**config.mk**
```make
export PLATFORM = sky130hd
export DESIGN_NAME = add_row_seq
export DESIGN_NICKNAME = d
export VERILOG_FILES = /design/src/rtl/add_pkg.sv /design/src/rtl/add_sat_lane.sv /design/src/rtl/add_row_seq.sv
export SDC_FILE = /design/constraint.sdc
export NUM_CORES = 2
export LEC_CHECK = 0
export ABC_AREA = 1
export CAP_MARGIN = 20
export CORE_AREA = 3 3 606 608
export DETAILED_ROUTE_END_ITERATION = 10
export DIE_AREA = 0 0 609 611
export PLACE_DENSITY_LB_ADDON = 0.15
export SETUP_SLACK_MARGIN = 0.3
export SLEW_MARGIN = 20
export SYNTH_ARGS = -nofsm -noshare
export SYNTH_HDL_FRONTEND = slang
export SYNTH_SLANG_ARGS = --single-unit
```
**constraint.sdc**
```tcl
create_clock -name clk -period 3 [get_ports clk]
set_input_delay 0.3 -clock clk [delete_from_list [all_inputs] [get_ports clk]]
set_output_delay 0.3 -clock clk [all_outputs]
set_load 0.005 [all_outputs]
```
**src/rtl/add_pkg.sv**
```systemverilog
`default_nettype none
// ============================================================================
// Module  : add_pkg
// Purpose : Shared defaults and FSM state encoding for the row-add sequencer.
//           c_ADDER_NUM     rows (tokens) per run
//           c_DIMENTION     elements per row
//           c_WIDTH_ADDEND  signed element / sum width
//           c_LANES         elements per beat
// Revision: 1.0  initial release
// ============================================================================
package add_pkg;

    localparam int c_ADDER_NUM    = 128;
    localparam int c_DIMENTION    = 768;
    localparam int c_WIDTH_ADDEND = 8;
    localparam int c_LANES        = 64;

    // Run-control state encoding
    localparam logic [1:0] c_IDLE  = 2'd0;
    localparam logic [1:0] c_RUN   = 2'd1;
    localparam logic [1:0] c_DRAIN = 2'd2;

    // Counter width that stays at least one bit for ranges of 1 or 2
    function automatic int clog2_min1(input int n);
        return (n <= 2) ? 1 : $clog2(n);
    endfunction

endpackage : add_pkg
`default_nettype wire

```
**src/rtl/add_sat_lane.sv**
```systemverilog
`default_nettype none
// ============================================================================
// Module  : add_sat_lane
// Purpose : One lane of signed saturating addition (combinational).
// Ports   : a, b  in   WIDTH  signed addends
//           sum   out  WIDTH  a+b clamped to the signed WIDTH range
//           sat   out  1      high when clamping occurred
// Revision: 1.0  initial release
// ============================================================================
module add_sat_lane #(
    parameter int WIDTH = 8
) (
    input  logic signed [WIDTH-1:0] a,
    input  logic signed [WIDTH-1:0] b,
    output logic signed [WIDTH-1:0] sum,
    output logic                    sat
);

    logic [WIDTH:0] w_full;

    // One extra bit holds the exact sum; overflow shows up as the top two
    // bits disagreeing.
    assign w_full = {a[WIDTH-1], a} + {b[WIDTH-1], b};
    assign sat    = w_full[WIDTH] ^ w_full[WIDTH-1];

    always_comb begin
        sum = w_full[WIDTH-1:0];
        if (sat) begin
            // Sign of the exact sum selects which rail to clamp to
            sum = w_full[WIDTH] ? {1'b1, {(WIDTH-1){1'b0}}}
                                : {1'b0, {(WIDTH-1){1'b1}}};
        end
    end

endmodule : add_sat_lane
`default_nettype wire

```
**src/rtl/add_row_seq.sv**
```systemverilog
`default_nettype none
// ============================================================================
// Module  : add_row_seq
// Purpose : Streams ADDER_NUM rows of DIMENTION signed elements, LANES per
//           beat, through per-lane saturating adders into one output stage.
// Ports   : clk, rst_n          clock, async active-low reset
//           start               run request (honoured only when idle)
//           in_valid/in_ready   operand handshake, in_a/in_b packed lanes
//           out_valid/out_ready result handshake, out_sum packed lanes
//           out_last_beat       beat is the final one of its row
//           out_last_row        beat belongs to the final row
//           busy, done, sat_flag  run status, end pulse, sticky saturation
// Revision: 1.0  initial release
// ============================================================================
module add_row_seq
    import add_pkg::*;
#(
    parameter int ADDER_NUM    = c_ADDER_NUM,
    parameter int DIMENTION    = c_DIMENTION,
    parameter int WIDTH_ADDEND = c_WIDTH_ADDEND,
    parameter int LANES        = c_LANES
) (
    input  logic                            clk,
    input  logic                            rst_n,
    input  logic                            start,
    input  logic                            in_valid,
    output logic                            in_ready,
    input  logic [LANES*WIDTH_ADDEND-1:0]   in_a,
    input  logic [LANES*WIDTH_ADDEND-1:0]   in_b,
    output logic                            out_valid,
    input  logic                            out_ready,
    output logic [LANES*WIDTH_ADDEND-1:0]   out_sum,
    output logic                            out_last_beat,
    output logic                            out_last_row,
    output logic                            busy,
    output logic                            done,
    output logic                            sat_flag
);

    localparam int BEATS = DIMENTION / LANES;
    localparam int BW    = clog2_min1(BEATS);
    localparam int RW    = clog2_min1(ADDER_NUM);
    localparam logic [BW-1:0] c_BEAT_LAST = BW'(BEATS - 1);
    localparam logic [RW-1:0] c_ROW_LAST  = RW'(ADDER_NUM - 1);

    logic [1:0]                    r_state;
    logic [BW-1:0]                 r_beat_cnt;
    logic [RW-1:0]                 r_row_cnt;
    logic                          r_out_valid;
    logic [LANES*WIDTH_ADDEND-1:0] r_out_sum;
    logic                          r_out_last_beat;
    logic                          r_out_last_row;
    logic                          r_done;
    logic                          r_sat_flag;

    logic [LANES*WIDTH_ADDEND-1:0] w_sum;
    logic [LANES-1:0]              w_sat;
    logic                          w_in_ready;
    logic                          w_accept;
    logic                          w_last_beat;
    logic                          w_last_row;

    generate
        for (genvar k = 0; k < LANES; k++) begin : g_lane
            add_sat_lane #(
                .WIDTH (WIDTH_ADDEND)
            ) u_lane (
                .a   (in_a [k*WIDTH_ADDEND +: WIDTH_ADDEND]),
                .b   (in_b [k*WIDTH_ADDEND +: WIDTH_ADDEND]),
                .sum (w_sum[k*WIDTH_ADDEND +: WIDTH_ADDEND]),
                .sat (w_sat[k])
            );
        end
    endgenerate

    // A beat may enter whenever the output register is empty or being
    // popped this same cycle, which keeps one beat per cycle sustainable.
    assign w_in_ready  = (r_state == c_RUN) && (!r_out_valid || out_ready);
    assign w_accept    = in_valid && w_in_ready;
    assign w_last_beat = (r_beat_cnt == c_BEAT_LAST);
    assign w_last_row  = (r_row_cnt == c_ROW_LAST);

    always_ff @(posedge clk or negedge rst_n) begin
        if (!rst_n) begin
            r_state         <= c_IDLE;
            r_beat_cnt      <= '0;
            r_row_cnt       <= '0;
            r_out_valid     <= 1'b0;
            r_out_sum       <= '0;
            r_out_last_beat <= 1'b0;
            r_out_last_row  <= 1'b0;
            r_done          <= 1'b0;
            r_sat_flag      <= 1'b0;
        end else begin
            r_done <= 1'b0;

            case (r_state)
                c_IDLE: begin
                    if (start) begin
                        r_state    <= c_RUN;
                        r_beat_cnt <= '0;
                        r_row_cnt  <= '0;
                        r_sat_flag <= 1'b0;
                    end
                end
                c_RUN: begin
                    if (w_accept && w_last_beat && w_last_row) begin
                        r_state <= c_DRAIN;
                    end
                end
                c_DRAIN: begin
                    // Leave once the final result has left the output stage
                    if (!r_out_valid || out_ready) begin
                        r_state <= c_IDLE;
                        r_done  <= 1'b1;
                    end
                end
                default: r_state <= c_IDLE;
            endcase

            if (w_accept) begin
                if (w_last_beat) begin
                    r_beat_cnt <= '0;
                    r_row_cnt  <= w_last_row ? '0 : r_row_cnt + RW'(1);
                end else begin
                    r_beat_cnt <= r_beat_cnt + BW'(1);
                end
                r_out_valid     <= 1'b1;
                r_out_sum       <= w_sum;
                r_out_last_beat <= w_last_beat;
                r_out_last_row  <= w_last_row;
                if (|w_sat) begin
                    r_sat_flag <= 1'b1;
                end
            end else if (out_ready) begin
                r_out_valid <= 1'b0;
            end
        end
    end

    assign in_ready      = w_in_ready;
    assign out_valid     = r_out_valid;
    assign out_sum       = r_out_sum;
    assign out_last_beat = r_out_last_beat;
    assign out_last_row  = r_out_last_row;
    assign busy          = (r_state != c_IDLE);
    assign done          = r_done;
    assign sat_flag      = r_sat_flag;

endmodule : add_row_seq
`default_nettype wire

```
# Word-level counts from Yosys, hierarchy flattened
# Index checks and enable logic that the tools add are counted.
# W data, S select, Z words.
classes:
  addsub: 66
  multipliers: 0
  div_mod_pow: 0
  n_lt_le_gt_ge: 0
  eq_ne: 7
  shift: 0
  muxes: 149
  bitwise_logic: 64
  reduce_logical: 14
ops:
  columns: ["operator", "n"]
  rows:
  - ["$mux W8", 128]
  - ["$add A8 B8 Y9", 64]
  - ["$reduce_or A64 Y1", 1]
  - ["$xor A1 B1 Y1", 64]
  - ["$mux W7", 5]
  - ["$mux W4", 4]
  - ["$mux W1", 8]
  - ["$reduce_bool A2 Y1", 4]
  - ["$add A7 B1 Y7 const B", 1]
  - ["$eq A7 B7 Y1 const B", 1]
  - ["$mux W2", 3]
  - ["$pmux W2 S3", 1]
  - ["$add A4 B1 Y4 const B", 1]
  - ["$eq A4 B4 Y1 const B", 1]
  - ["$logic_and A1 B1 Y1", 4]
  - ["$ne A2 B2 Y1 const B", 2]
  - ["$reduce_and A3 Y1", 1]
  - ["$eq A2 B1 Y1 const B", 1]
  - ["$eq A2 B2 Y1 const B", 1]
  - ["$logic_not A2 Y1", 1]
  - ["$ne A2 B1 Y1 const B", 1]
  - ["$reduce_and A2 Y1", 1]
  - ["$logic_not A1 Y1", 1]
  - ["$logic_or A1 B1 Y1", 1]
word_totals:
  register_bits: 530
  latchBits: 0
  ramBits: 0
  mem_bits_ro: 0
  input_bits: 1029
  out_inout_bits: 519
  word_cells: 309
  n_memories: 0

# Logic depth before layout (Yosys ltp)
logic_depth:
  word_depth: 8
  mapped_depth: 20
  ltp_nobuf: 20

# Modules after synthesis
# A second synthesis with hierarchy kept.
unflattened:
  hier_cells: 7849
  area_unflattened_um2: 52256.4
by_module_without_submodules:
  columns: ["mod", "instances", "cells_each", "area_each_um2"]
  rows:
  - ["add_row_seq", 1, 2325, 20251.9]
  - ["add_sat_lane at g_lane[17].u_lane ...", 25, 86, 513.0]
  - ["add_sat_lane at g_lane[4].u_lane ...", 20, 87, 494.2]
  - ["add_sat_lane at g_lane[0].u_lane ...", 19, 86, 489.2]

# Least setup slack after synthesis
# No wires, ideal clock.
synth_path:
  path_kind: "input -> register"
  start: "input port in_a[160]"
  end: "register r_sat_flag (netlist: sat_flag)"
  t_arrival_ps: 2008
  setup_slack_ps: 876
  cell_stages: 19
  n_path_buf: 0
  path_cell_list: "ha_1 > inv_1 > fa_1 > inv_1 > nand2_1 > o21ai_1 > nand2_1 > nand2_1 > nand2_1 > nand3_2 > nand2_1 > nor2_1 > nand2_1 > nor2_1 > nand2_1 > nor2_2 > nand2_1 > nand2_1 > nand2_1"
synth_via:
  elab_chain_cells: 5
synth_lines:
  columns: ["element", "line_no", "rtl"]
  rows:
  - ["from (decl)", "add_row_seq.sv:28", "input logic [LANES*WIDTH_ADDEND-1:0] in_a,"]
  - ["$add A8 B8 Y9", "add_sat_lane.sv:23", "assign w_full = {a[WIDTH-1], a} + {b[WIDTH-1], b};"]
  - ["$xor A1 B1 Y1", "add_sat_lane.sv:24", "assign sat = w_full[WIDTH] ^ w_full[WIDTH-1];"]
  - ["$reduce_or A64 Y1", "add_row_seq.sv:132", "if (|w_sat) begin"]
  - ["$mux W1", "add_row_seq.sv:132", null]
  - ["$mux W1", "add_row_seq.sv:121", "if (w_accept) begin"]
  - ["to (signal assigned)", "add_row_seq.sv:93", "r_sat_flag <= 1'b0;"]
  - ["to (signal assigned)", "add_row_seq.sv:103", "r_sat_flag <= 1'b0;"]
  - ["to (signal assigned)", "add_row_seq.sv:133", "r_sat_flag <= 1'b1;"]
  - ["to (decl)", "add_row_seq.sv:54", "logic r_sat_flag;"]
# Every way passes these cells.
# A chain may end at the register's enable or synchronous reset.

# Final worst setup path
layout_path:
  start: "input port in_a[456]"
  end: "register r_sat_flag (netlist: sat_flag)"
# The elaborated chain is that of the path after synthesis.

==> impl_results.md <==
- Initial antenna violation count: 72
- Flip-flop and latch count after synthesis: 530
- Clk sinks: 530
- Final antenna-violating net count: 0
- Synth-to-layout area growth: 66.07%
- Synthesized area: 0.04717 mm^2
- RSZ-0062 raised after global routing: false
- Routability cong.: 0.9028
- Hold Violations, Final: 0
- Via count: 51550
- Post-route DRC: 0
- CTS root buf: clkbuf_16
- Share of the cycle needed by the critical path after routing: 86.75%
- Final total negative setup slack: 0 ps
- Die area: 0.3721 mm^2
- Routed wirelength normalized by instance count: 21.33 um
- Via/cell ratio: 3.739
- Clock skew: 38.04 ps
- Average cell area after synthesis: 7.276 um^2
- Ratio of cells with drive above 1 in the final layout: 14.13%
- Initial cell density of the core: 13.02%
- Total global routing track utilization: 15.30%
- Min cycle time layout: 2603 ps
- Largest net degree at the start of global routing: 78
- Share of power burned in registers: 25.4%
- Worst-case clock buffer depth: 4
- Power Internal: 28.03 mW
- Clock Power Share: 24.3%
- Die extent in y: 611 um
- Number of distinct library cells after synthesis: 38
- First DRT Iteration DRCs: 2673
- Peak supply drop: 0.4247 mV
- Number of buffer cells added on primary ports: 1547
- Layout Utilization: 21.62%
- Worst-path fanout max: 3
- Worst hold slack after final layout: 164.7 ps
- Fmax: 384.2 MHz
- Leakage power: 37.52 nW
- Number of buffers created by CTS: 88
- Gate power share: 50.3%
- Min-Delay Path Class: input port to asynchronous set/reset pin
- Capture point of the worst path: sat_flag
- First-pass GRT wire length: 408.9 mm
- Most area-hungry cell type in the Yosys netlist: dfrtp_1
- H-tree level count: 3
- Global route overflow: 0
- Count of cells along the worst register-to-register path: 8
- Nets@finish: 10520
- Worst Tran Pin Value: 851.0 ps
- Critical path class: input port to flop
- Cells after synthesis: 6482
- Post-detailed-placement half-perimeter wirelength: 256.8 mm
- Count of yosys warnings during synthesis: 0
- Outcome: finished, final reports clean
- P_sw: 17.44 mW
- Post-route insts no fill: 13790
- TritonCTS clock tree: yes
- Required time worst endpoint: 3650 ps
- Count of pins over their slew limit: 0
- Max-cap viol count: 0
- Row count: 221
- Finish-stage setup viols: 0
- PD cells: 580.6 mW/mm^2
- Insertion delay to the later sink of the worst-skew pair: 790 ps
- Clock edge transition at the registers on the reported setup and hold paths: 70 ps
- DRT Wirelength: 294.1 mm
- Seq/Total Area, Yosys: 28.12%
- Number of top-level pins: 1548
- X dimension of the die: 609 um
- Leading cell types by total area after synthesis: dfrtp_1 (28%), nand2_1 (18%), ha_1 (14%)
- Core region area: 0.3622 mm^2
- Element type at the critical path start: input port
- Yosys top cell area share: 28.12%
- Fill cell total of the finished layout: 40240
- Switching power share of the total: 38.36%
- Crit path capture type: flop
- CP startpoint: in_a[456]
- Endpoint of the lowest-slack register-to-register path: out_sum[363]
- Synthesized netlist net count: 8089
- Slew HR: 43.27%
- Crit path DAT: 3250 ps
- Placed cell count: 13610
- First drt pass iteration count: 5
- Setup slack of the most critical reg-to-reg path: 710 ps
- Vias in the first global route: 53700
- Reg-to-reg startpoint: out_valid
cells by family after synthesis:
group | share of synthesized area, %
compound gates | 12.77
fa+ha+maj | 16.35
flops | 28.12
buf+inv | 7.460
xor+xnor | 5.961
simple gates | 29.34
metrics by stage:
stage                     total power [mW]  area, um^2  setup WS, ps
final                                45.47       78330         397.5
after global routing                 48.69       78300         294.8
after CTS                            46.82       78060         8.467
after detailed placement             35.05       75070         -1015
after global placement               35.19       75070        -992.4
after floorplan                      19.79       47170         875.9
flip-flops by register name (all words and copies together) (netlist names):
register,flops
done,1
out_last_beat,1
out_last_row,1
out_sum,512
out_valid,1
r_beat_cnt,4
r_row_cnt,7
r_state,2
sat_flag,1
worst min-delay path by stage:
stage	endpoint	cells after the start
after floorplan	done	0
after global placement	out_sum[373]	1
after detailed placement	out_sum[374]	1
after CTS	out_sum[374]	2
after global routing	out_sum[374]	2
final	out_sum[374]	2
power by group through the flow:
stage	clock, mW	combinational (mW)	sequential (mW)
3_5_place_dp	0	23.4	11.7
4_1_cts	11.6	23.6	11.6
5_1_grt	11.8	25.0	11.9
3_3_place_gp	0	23.5	11.7
6_report	11.1	22.9	11.5
2_1_floorplan	0	8.59	11.2
cell usage in the layout (no fill, tap or decap), types with 118 or more instances in the layout:
cell type / synthesis / routed
a21oi_1: 138 / 138
a2bb2oi_1: 394 / 394
buf_4: 3 / 821
clkdlybuf4s50_1: 0 / 1545
dfrtp_1: 530 / 530
ha_1: 514 / 505
inv_1: 774 / 774
nand2_1: 2296 / 2281
nand3_1: 354 / 351
nor2_1: 544 / 533
o21ai_0: 147 / 118
xnor2_1: 305 / 305
final cells by class:
| class | instances | area, um^2 | area share (%) |
|---|---|---|---|
| Clock buffer | 119 | 2511 | 3.206 |
| Inverter | 782 | 2943 | 3.757 |
| Sequential cell | 530 | 13260 | 16.93 |
| Antenna cell | 23 | 57.56 | 0.07348 |
| Multi-Input combinational cell | 5095 | 30590 | 39.05 |
| Tap cell | 4794 | 5998 | 7.658 |
| Clock inverter | 32 | 473.0 | 0.6038 |
| Timing Repair Buffer | 2411 | 22490 | 28.72 |
routing by layer:
layer  global-route usage (%)  part of all wire, %  up-vias
met5                        0                0.048        -
met2                    28.42                   52     1189
met4                    3.807                  2.6       22
met3                    3.232                  5.3      283
met1                    17.62                   40    24180
li1                         -                    -    25870
Yosys cell counts:
master        n
o21ai_2       3
o21ai_0     147
a21oi_2      45
o21ai_1      17
xor2_1       16
or2_1        70
buf_6        30
a2bb2oi_1   394
buf_4         3
ha_1        514
buf_8         2
o21bai_1      7
nand2_2      53
nor3_1        3
nor3b_2       1
nand2_1    2296
a21oi_1     138
a31oi_1       5
xnor2_1     305
dfrtp_1     530
nand3_2       9
inv_1       774
fa_1         64
o211a_1       6
a21oi_4       3
nor2_2        4
a22oi_1       1
nand3_1     354
or2_2        41
o31ai_1       1
nor2_1      544
buf_2        34
inv_2         8
nand2_4      21
a2bb2oi_2    25
a21o_1        6
clkbuf_1      6
o22ai_1       2
worst max-delay path, cell delays in order:
cell             delay (ps)
clkdlybuf4s50_1         520
ha_1                    180
inv_1                    50
fa_1                    380
o21ai_0                 310
nand3_1                 190
nand3_1                 130
nand2_2                  70
nand2_4                  50
nand2_1                  90
nor2_2                  120
nand2_1                 110
nor2_1                  150
buf_6                   180
nand2_1                  70
nor2_1                  140
nand2_1                  80
nand2_1                  60
nand2_1                  50
what timing repair did:
item / in CTS / in global routing
pin swaps: 0 / 12
buffers inserted: 0 / 1
cloned: 0 / 0
hold endpoints to repair: 87 / 0
setup endpoints to repair: 2 / 1
hold buffers: 1 / 0
gates resized for setup: 2 / 89
(Power assumes the default switching activity.)
